## config.mk

```make
export PLATFORM = sky130hd
export DESIGN_NAME = pe_wb_align
export DESIGN_NICKNAME = d
export VERILOG_FILES = /design/src/rtl/pe_wb_align_pkg.sv /design/src/rtl/pe_wb_align_delay.sv /design/src/rtl/pe_wb_align.sv
export SDC_FILE = /design/constraint.sdc
export NUM_CORES = 1
export LEC_CHECK = 0
export ABC_AREA = 1
export CORE_ASPECT_RATIO = 1.25
export CORE_UTILIZATION = 40
export CTS_CLUSTER_DIAMETER = 40
export DETAILED_ROUTE_END_ITERATION = 6
export SLEW_MARGIN = 20
export SYNTH_ARGS = -nofsm -noshare
export SYNTH_HDL_FRONTEND = slang
export SYNTH_SLANG_ARGS = --single-unit
export TNS_END_PERCENT = 50
```

## constraint.sdc

```tcl
create_clock -name clk -period 3.8 [get_ports clk]
set_input_delay 0.76 -clock clk [delete_from_list [all_inputs] [get_ports clk]]
set_output_delay 0.76 -clock clk [all_outputs]
set_load 0.05 [all_outputs]
```

## src/rtl/pe_wb_align_pkg.sv

```systemverilog
// Shared Kyber constants for the PE0 writeback alignment block:
// modulus, widths, PE0 latencies and the control FSM encoding.
package pe_wb_align_pkg;

  // Kyber arithmetic and polynomial geometry.
  localparam int KYBER_Q  = 3329;
  localparam int KYBER_DW = 12;
  localparam int KYBER_AW = 8;

  // PE0 pipeline latencies (cycles from issue to result).
  localparam int KYBER_LAT_NTT     = 8;
  localparam int KYBER_LAT_INTT_U  = 14;
  localparam int KYBER_LAT_INTT_L  = 8;

  // Control FSM encoding; kept as plain constants so legacy tools can share it.
  localparam logic [1:0] ST_RUN    = 2'd0;
  localparam logic [1:0] ST_DRAIN  = 2'd1;
  localparam logic [1:0] ST_SWITCH = 2'd2;

  // Bits needed for a counter that must reach max_count inclusive.
  function automatic int cnt_width(input int max_count);
    return (max_count < 1) ? 1 : $clog2(max_count + 1);
  endfunction

endpackage

```

## src/rtl/pe_wb_align_delay.sv

```systemverilog
// Fixed-depth shift register with synchronous reset and synchronous clear.
// A depth of zero degenerates into a wire so callers need no special case.
module pe_delay_line #(
  parameter int WIDTH = 1,
  parameter int DEPTH = 1
) (
  input  logic             clk,
  input  logic             rst,
  input  logic             clr,
  input  logic [WIDTH-1:0] d,
  output logic [WIDTH-1:0] q
);

  generate
    if (DEPTH == 0) begin : g_bypass
      assign q = d;
    end else begin : g_shift
      logic [WIDTH-1:0] stage [DEPTH];

      // Shift one stage per cycle; reset and clear empty every stage.
      always_ff @(posedge clk) begin
        // NOTE: every stage is reset, not just the head, because stages carry
        // token valid bits that must never survive a reset or mode change.
        if (rst || clr) begin
          for (int i = 0; i < DEPTH; i++) begin
            stage[i] <= '0;
          end
        end else begin
          // NOTE: non-blocking assignments make each stage take its
          // neighbour's old value, which is what makes this a shift register.
          stage[0] <= d;
          for (int i = 1; i < DEPTH; i++) begin
            stage[i] <= stage[i-1];
          end
        end
      end

      assign q = stage[DEPTH-1];
    end
  endgenerate

endmodule

```

## src/rtl/pe_wb_align.sv

```systemverilog
// Writeback alignment for butterfly unit PE0. Tracks each issued butterfly
// as an address token, re-times it to the mode-dependent PE0 latency, and
// in INTT mode delays the early bf_lower result so both halves of a token
// are written together. Mode changes drain the pipe before pe_sel moves.
module pe_wb_align
  import pe_wb_align_pkg::*;
#(
  parameter int DW         = KYBER_DW,
  parameter int AW         = KYBER_AW,
  parameter int Q          = KYBER_Q,
  parameter int LAT_NTT    = KYBER_LAT_NTT,
  parameter int LAT_INTT_U = KYBER_LAT_INTT_U,
  parameter int LAT_INTT_L = KYBER_LAT_INTT_L
) (
  input  logic          clk,
  input  logic          rst,
  input  logic          sel,
  input  logic          in_valid,
  output logic          in_ready,
  input  logic [AW-1:0] in_addr_u,
  input  logic [AW-1:0] in_addr_v,
  output logic          pe_sel,
  input  logic [DW-1:0] bf_upper,
  input  logic [DW-1:0] bf_lower,
  output logic          wr_en,
  output logic [AW-1:0] wr_addr_u,
  output logic [AW-1:0] wr_addr_v,
  output logic [DW-1:0] wr_data_u,
  output logic [DW-1:0] wr_data_v,
  output logic          range_err
);

  localparam int CW   = cnt_width(LAT_INTT_U);
  localparam int TW   = 1 + 2 * AW;               // {valid, addr_u, addr_v}
  localparam int LDLY = LAT_INTT_U - LAT_INTT_L;  // bf_lower re-alignment
  localparam logic [DW:0] Q_EXT = (DW + 1)'(Q);

  logic [1:0]    state;
  logic [1:0]    state_next;
  logic          load_sel;
  logic [CW-1:0] cnt;
  logic [CW-1:0] cnt_next;
  logic          accept;
  logic [TW-1:0] tok_in;
  logic [TW-1:0] ntt_tok;
  logic [TW-1:0] intt_tok;
  logic [TW-1:0] out_tok;
  logic [DW-1:0] lower_dly;
  logic          lower_clr;

  // Issue handshake: only the RUN state accepts, never during reset.
  assign in_ready = (state == ST_RUN) && !rst;
  assign accept   = in_valid && in_ready;

  // Idle cycles inject an all-zero token so stale addresses never reach
  // the write port.
  assign tok_in = accept ? {1'b1, in_addr_u, in_addr_v} : '0;

  // One token line per latency; only the line for the active mode is fed.
  // The pipe is always empty when pe_sel changes, so at most one line
  // holds live tokens at any time.
  pe_delay_line #(
    .WIDTH (TW),
    .DEPTH (LAT_NTT)
  ) u_tok_ntt (
    .clk (clk),
    .rst (rst),
    .clr (1'b0),
    .d   (pe_sel ? '0 : tok_in),
    .q   (ntt_tok)
  );

  pe_delay_line #(
    .WIDTH (TW),
    .DEPTH (LAT_INTT_U)
  ) u_tok_intt (
    .clk (clk),
    .rst (rst),
    .clr (1'b0),
    .d   (pe_sel ? tok_in : '0),
    .q   (intt_tok)
  );

  // bf_lower leaves PE0 earlier than bf_upper in INTT mode; hold it back
  // so both halves of the same token meet at the write port. Flushed on a
  // mode switch so no pre-switch sample can be paired with a new token.
  assign lower_clr = (state == ST_SWITCH);

  pe_delay_line #(
    .WIDTH (DW),
    .DEPTH (LDLY)
  ) u_lower_dly (
    .clk (clk),
    .rst (rst),
    .clr (lower_clr),
    .d   (bf_lower),
    .q   (lower_dly)
  );

  // Writeback port: token addresses plus PE0 results in the token's cycle.
  assign out_tok   = ntt_tok[TW-1] ? ntt_tok : intt_tok;
  assign wr_en     = out_tok[TW-1];
  assign wr_addr_u = out_tok[2*AW-1:AW];
  assign wr_addr_v = out_tok[AW-1:0];
  assign wr_data_u = wr_en ? bf_upper : '0;
  assign wr_data_v = wr_en ? (pe_sel ? lower_dly : bf_lower) : '0;

  // In-flight token count: up on accept, down on writeback, still on both.
  always_comb begin
    // NOTE: default first, so every path assigns cnt_next and no latch forms.
    cnt_next = cnt;
    if (accept && !wr_en) begin
      cnt_next = cnt + CW'(1);
    end else if (!accept && wr_en) begin
      cnt_next = cnt - CW'(1);
    end
  end

  // Mode-change sequencing: RUN -> DRAIN (wait for empty pipe) -> SWITCH.
  // DRAIN looks at the next count so it leaves in the cycle of the last
  // writeback; pe_sel is loaded on that edge and SWITCH is the one extra
  // blocked cycle in which PE0 settles in its new mode.
  always_comb begin
    state_next = state;
    load_sel   = 1'b0;
    case (state)
      ST_RUN: begin
        if (sel != pe_sel) begin
          state_next = ST_DRAIN;
        end
      end
      ST_DRAIN: begin
        if (cnt_next == '0) begin
          state_next = ST_SWITCH;
          load_sel   = 1'b1;
        end
      end
      ST_SWITCH: begin
        state_next = ST_RUN;
      end
      default: begin
        state_next = ST_RUN;
      end
    endcase
  end

  // Control registers: FSM, counter, applied mode and sticky range flag.
  always_ff @(posedge clk) begin
    if (rst) begin
      state     <= ST_RUN;
      cnt       <= '0;
      pe_sel    <= 1'b0;
      range_err <= 1'b0;
    end else begin
      state <= state_next;
      cnt   <= cnt_next;
      if (load_sel) begin
        pe_sel <= sel;
      end
      if (wr_en && (({1'b0, wr_data_u} >= Q_EXT) || ({1'b0, wr_data_v} >= Q_EXT))) begin
        range_err <= 1'b1;
      end
    end
  end

endmodule

```

==> key figures, run 1 <==
Status
  • Status: completed

Routing
  • Antenna viol nets, final: 0
  • Vias per cell: 3.79
  • DRT Pass-1 Iters: 4
  • DR iter-0 viols: 322
  • Total wire length: 17800 µm
  • DR DRC count: 0
  • Drt wl/cell: 8.49 µm
  • Vias: about 8000

Global routing
  • Initial antenna violation count: 1
  • Pin count of the biggest net entering global routing: 253
  • First-pass GRT wire length: 31900 µm
  • Overall routing resource usage: 0.108
  • Vias in the first global route: between 7000 and 8000
  • Grt ovf: 0

Die
  • Core Footprint: 33500 µm²
  • Starting density of the core: 0.405
  • Std cell rows: 75
  • DIE HEIGHT: 208 µm
  • IO Pins: 88
  • Die area: 34700 µm²
  • DIE WIDTH: 167 µm

Synthesis
  • Synth area leaders: dfxtp_1, nor2_1, inv_1
  • Sequential fraction of the synthesis area: 0.670
  • #FFs+latches synth: 454
  • Yosys top cell by area: dfxtp_1
  • Yosys top cell area share: 0.670
  • Mapped Cells: 1563
  • Ys Warns: 0
  • Synth Net Count: 1609
  • Avg Inst Size Synth: approximately 8.7 µm²
  • Post-Syn Area: 13600 µm²
  • Synth cell types: 30

CTS
  • Post-CTS Hold Buffers: 0
  • Clk_lat worst skew: 0.53 ns
  • # Post-CTS Setup Buffers: 0
  • Clock net sink count: 454
  • TritonCTS clock tree: yes
  • CTS root buf: clkbuf_16
  • Post-cts resize count: 0
  • Clock transition at path regs: 0.06 ns
  • H-tree levels: 2
  • CTS Buf Count: 44
  • Clock buffer depth: 3

Worst setup path
  • CP max stage cell: clkdlybuf4s50_1
  • Worst r2r path cells: 7
  • Crit Path Category: reg -> out
  • CP startpoint kind: flop
  • Max FO, Critical Path: 19
  • Critical Path Max Stage Delay: 0.72 ns
  • Critical Path AT: 2.63 ns
  • Worst Path Required: around 3.0 ns
  • Ordered list of cells on the worst path: inv_2 > or2_2 > and3_1 > clkdlybuf4s50_1
  • R2R Path Start: pe_sel$_SDFFE_PP0P_
  • Worst setup EP type: output port
  • CP Launch Point: pe_sel$_SDFFE_PP0P_

STA
  • Setup skew after layout: 0.0105 ns
  • Slew Viols, Final: 0
  • Hold Vio Cnt, Final: 0
  • Worst-Margin Slew: 1.03 ns
  • Final Critical Period: 3.39 ns
  • Final setup viols: 0
  • Fmax: around 0.3 GHz
  • Setup TNS: 0 ns
  • Unrepaired setup endpoints after global routing: no
  • Slew headroom: 0.314
  • WHS: 0.396 ns
  • Final Cycle Share: 0.891

Power and ir drop
  • Leak: 0.00662 µW
  • Power density over the cells: 588 nW/µm²
  • Overall power: 9560 µW
  • Worst VDD drop: around 260 µV

Place
  • Placed Cells: 2022
  • Port Buffers: 87
  • DP HPWL: 11000 µm
  • GPL Wtd Cong: 0.798

Final layout
  • Final Net Count: 1691
  • Area Overhead vs Synth: 19.8%
  • Fraction of layout cells with a size suffix above 1: 0.0590
  • Antenna Cells: 0
  • Non-Filler Instances: 2100

Run
  • Max-cap viol count: 0

Hold path
  • Hold Crit Class: reg -> reg
  • Hold path depth: 2
  • Hold_sp: u_tok_intt.g_shift.stage[1][44]$_SDFF_PP0_
==> logic make-up (layout without fill, tap and decap cells) <==
kind of cell | count (synthesis) | count (layout) | share of synthesized area
AOI/OAI and AO/OA | 23 | 23 | 0.00904
muxes | 16 | 16 | 0.0133
adders and majority gates | 2 | 2 | 0.00184
and+or+nand+nor | 547 | 547 | 0.159
buffers and inverters | 519 | 633 | 0.146
xor gates and xnor gates | 2 | 2 | 0.00129
DFF | 454 | 454 | 0.670
==> stage by stage <==
step	util	area (µm²)	worst slack [ns]
global route	0.485	16300	0.303
floorplan	-	13600	0.894
global placement	0.441	14800	0.536
detailed placement	0.441	14800	0.511
CTS	0.485	16300	0.378
finish	0.485	16300	0.413
==> power by group <==
part	switching, µW	internal (µW)
Sequential	43.5	4850
Combinational	252	130
Clock	1680	2600
Total	1970	7580
==> final timing paths <==
kind / to / slack [ns]
min reg2reg: u_tok_intt.g_shift.stage[1][61]$_SDFF_PP0_ / 0.40
max reg2reg: range_err$_SDFFE_PP0P_ / 1.93
min: u_tok_intt.g_shift.stage[1][61]$_SDFF_PP0_ / 0.40
max: wr_data_v[11] / 0.41
==> layout by cell type (no fill, tap or decap), drive strengths merged, types with 2 or more instances in the layout <==
cell type,count
nor2,483
inv,467
dfxtp,454
clkdlybuf4s50,86
clkbuf,68
nand2,40
mux2,16
nand3,13
a21oi,12
o21ai,9
buf,5
or3,4
clkinv,4
bufinv,3
nand4,3
nor3,2
xor2,2
ha,2
==> cell type report <==
| cell class | count | area, µm² |
|---|---|---|
| clock inverters | 10 | 158 |
| flip-flops and latches | 454 | 9090 |
| clock buffers | 68 | 1310 |
| fillers | 3075 | 17200 |
| multi-input cells | 590 | 2500 |
| well taps | 423 | 529 |
| inverters | 464 | 1740 |
| repair buffers | 91 | 918 |
==> metal layers <==
| metal | vias up | GRT usage | wire [µm] |
|---|---|---|---|
| li1 | 4451 | - | - |
| met2 | 113 | 0.185 | 8050 |
| met4 | 0 | 0.0479 | 543 |
| met1 | 3357 | 0.129 | 8610 |
| met3 | 42 | 0.0229 | 626 |
| met5 | - | 0 | 0 |
==> state kept, by name (all words and copies together), names as in the netlist <==
register / flops
u_tok_intt.g_shift.stage: 238
u_lower_dly.g_shift.stage: 72
state: 2
pe_sel: 1
u_tok_ntt.g_shift.stage: 136
range_err: 1
cnt: 4
==> synthesized netlist by cell type <==
cell type    n
nand2_2      2
buf_2        4
a31oi_1      1
xor2_1       2
nor3_1       2
nand3_2      1
nor2_8       1
dfxtp_1    454
nor2_1     480
or2_2        1
ha_1         2
nand2_1     38
mux2_2      16
nand4_1      2
buf_6        3
buf_1        2
o211ai_1     1
a21oi_2      1
inv_1      461
nand3_4      1
nand4_2      1
nor2_4       2
and3_1       1
clkbuf_1    46
o21ai_1      3
nand3_1     11
o21ai_0      6
a21oi_1     11
inv_2        3
or3_1        4
==> critical path: cells and delay by family (launching register included) <==
family / cells / cell delay [ns]
and+or+nand+nor: 2 / 0.52
buffers and inverters: 2 / 0.97
DFF: 1 / 0.62
No activity file was read; power rests on OpenSTA's default activity.
==> inputs of run 2 (changes only) <==
CTS_CLUSTER_SIZE = 12   (was default)
clock period = 3.25 ns   (was 3.8 ns; I/O delays follow)
==> run 2 against run 1 <==
Net effect:
- combinational power is 23% higher
- global-route usage hardly changed
- highest routed layer unchanged
- sequential share of layout area is 0.50 points higher
- critical path type unchanged
- critical endpoint is now wr_data_u[9]
- core utilization is 0.43 points lower
- largest cell class unchanged
- clock skew is 0.0035 ns higher
- non-clock buffer count is 1 higher
- via count is 0.90% lower
- hold slack worse by 0.0075 ns
==> key figures, run 2 (same netlist as run 1, synthesis figures left out) <==
Status
  • Status: completed

Global routing
  • Grt peak-use layer: met2
  • GR Util met1: 0.130
  • Overall routing resource usage: 0.107
  • Vias in the first global route: 7361
  • Met3 Use GR: 0.0242
  • First-pass GRT wire length: 31700 µm
  • Initial antenna violation count: 0
  • Pin count of the biggest net entering global routing: 220
  • Grt ovf: 0
  • Met2 GRT Util: 0.180

Run
  • Max-cap viol count: 0

CTS
  • TritonCTS clock tree: yes
  • H-tree levels: 2
  • Clock net sink count: around 450
  • Clock transition at path regs: 0.06 ns
  • Post-CTS Hold Buffers: 0
  • CTS root buf: clkbuf_16
  • # Post-CTS Setup Buffers: 0
  • Post-cts resize count: 0
  • Clock buffer depth: 3
  • CTS Buf Count: 47
  • Clk_lat worst skew: 0.54 ns

Final layout
  • Reg with most FFs: u_tok_intt.g_shift.stage
  • Final cell utilization of the core: 0.481
  • Final instance area: 16100 µm²
  • Commonest non-fill, non-tap cell in the layout: nor2_1
  • Final Net Count: between 1500 and 2000
  • Regs by FF count: u_tok_intt.g_shift.stage (238), u_tok_ntt.g_shift.stage (136), u_lower_dly.g_shift.stage (72)
  • Max FFs per register: 238
  • Antenna Cells: 0
  • Area Overhead vs Synth: 18.8%
  • Fraction of layout cells with a size suffix above 1: 0.0625
  • Most frequent cells in the layout: nor2_1, inv_1, dfxtp_1

STA
  • Final Cycle Share: 0.909
  • Worst-Margin Slew: approximately 1.0 ns
  • Setup TNS: 0 ns
  • Final Critical Period: 2.95 ns
  • Final worst setup slack: 0.295 ns
  • Hold Vio Cnt, Final: 0
  • Unrepaired setup endpoints after global routing: no
  • Slew Viols, Final: 0
  • Fmax: 0.338 GHz
  • Setup skew after layout: roughly 0.014 ns
  • Final setup viols: 0
  • Slew headroom: 0.314

Place
  • Worst slack at placement: 0.332 ns
  • DP HPWL: 11000 µm
  • Dpl cell area: 14800 µm²
  • GPL Wtd Cong: approximately 0.80
  • Port Buffers: 87

Die
  • Core Footprint: 33500 µm²
  • Die area: 34700 µm²
  • IO Pins: 88
  • Starting density of the core: 0.405
  • DIE WIDTH: 167 µm
  • DIE HEIGHT: 208 µm
  • Std cell rows: 75

Worst setup path
  • Max FO, Critical Path: 23
  • Crit Path Category: reg -> out
  • CP Launch Point: u_tok_ntt.g_shift.stage[1][67]$_SDFF_PP0_
  • Worst Path Required: 2.60 ns
  • Worst r2r path cells: 11
  • Critical Path AT: 2.30 ns
  • Worst setup EP type: output port
  • Worst Setup EP: wr_data_u[9]
  • R2r endpoint: pe_sel$_SDFFE_PP0P_
  • R2R Path Start: u_tok_ntt.g_shift.stage[1][67]$_SDFF_PP0_
  • CP startpoint kind: flop
  • R2r setup slk: 1.44 ns

Routing
  • Drt wl/cell: 8.62 µm
  • Total wire length: 18000 µm
  • DR iter-0 viols: 347
  • DR DRC count: 0
  • Vias: ~7900
  • DRT Pass-1 Iters: 4
  • Antenna viol nets, final: 0
  • Vias per cell: 3.78

Power and ir drop
  • Worst VDD drop: around 370 µV
  • Power density over the cells: 674 nW/µm²
  • Overall power: between 10000 and 15000 µW
  • Leak: 0.00658 µW

Hold path
  • Hold Crit Class: reg -> reg
-- run 2: cell types whose count changed in the layout (fill, tap and decap cells not counted), sizes merged --
cell | before | now
clkbuf | 68 | 55
buf | 5 | 16
clkdlybuf4s50 | 86 | 76
bufinv | 3 | 0
clkinv | 4 | 3
clkinvlp | 0 | 1
inv | 467 | 468
-- run 2: worst min-delay path by stage --
stage                                                           start                                           to  slack (ns)  cells past startpoint
after global placement      u_tok_ntt.g_shift.stage[1][16]$_SDFF_PP0_    u_tok_ntt.g_shift.stage[1][33]$_SDFF_PP0_        0.39                      2
after floorplan            u_tok_intt.g_shift.stage[0][83]$_SDFF_PP0_  u_tok_intt.g_shift.stage[0][100]$_SDFF_PP0_        0.39                      2
after global routing                                              rst   u_tok_intt.g_shift.stage[0][84]$_SDFF_PP0_        0.39                      2
after detailed placement  u_tok_intt.g_shift.stage[0][109]$_SDFF_PP0_  u_tok_intt.g_shift.stage[0][126]$_SDFF_PP0_        0.39                      2
final                       u_tok_ntt.g_shift.stage[0][61]$_SDFF_PP0_    u_tok_ntt.g_shift.stage[1][10]$_SDFF_PP0_        0.39                      2
after CTS                                                         rst    u_tok_ntt.g_shift.stage[1][16]$_SDFF_PP0_        0.38                      2
-- run 2: metrics by stage --
stage	hold slack, ns	std cells
after floorplan	0.388	1563
after detailed placement	0.392	2023
after global placement	0.389	2023
after global routing	0.389	2086
final	0.388	2086
after CTS	0.379	2086
-- run 2: critical path, stage by stage (launching register included) --
cell and delay (ns):
dfxtp_1 0.35, nor2_8 0.33, inv_2 0.20, nand2_1 0.12, inv_1 0.04, clkdlybuf4s50_1 0.70
-- run 2: cell type report --
type                       instances  area (µm²)
inverter                         464        1740
tap                              423         529
timing repair buffer              92         913
fill                            3143       17400
multi-input combinational        590        2500
sequential                       454        9090
clock buffer                      55        1260
clock inverter                     8        75.1
-- run 2: power by group --
| group | switching [µW] | internal [µW] | total [µW] |
|---|---|---|---|
| Clock | 1930 | 2730 | 4660 |
| Sequential | 39.2 | 5680 | 5720 |
| Combinational | 311 | 160 | 471 |
-- run 2: layer usage --
layer  vias to the layer above  routed length [µm]
met2                       122                8070
met4                         0                 569
met5                         -                   0
met3                        50                 671
met1                      3272                8680
li1                       4447                   -
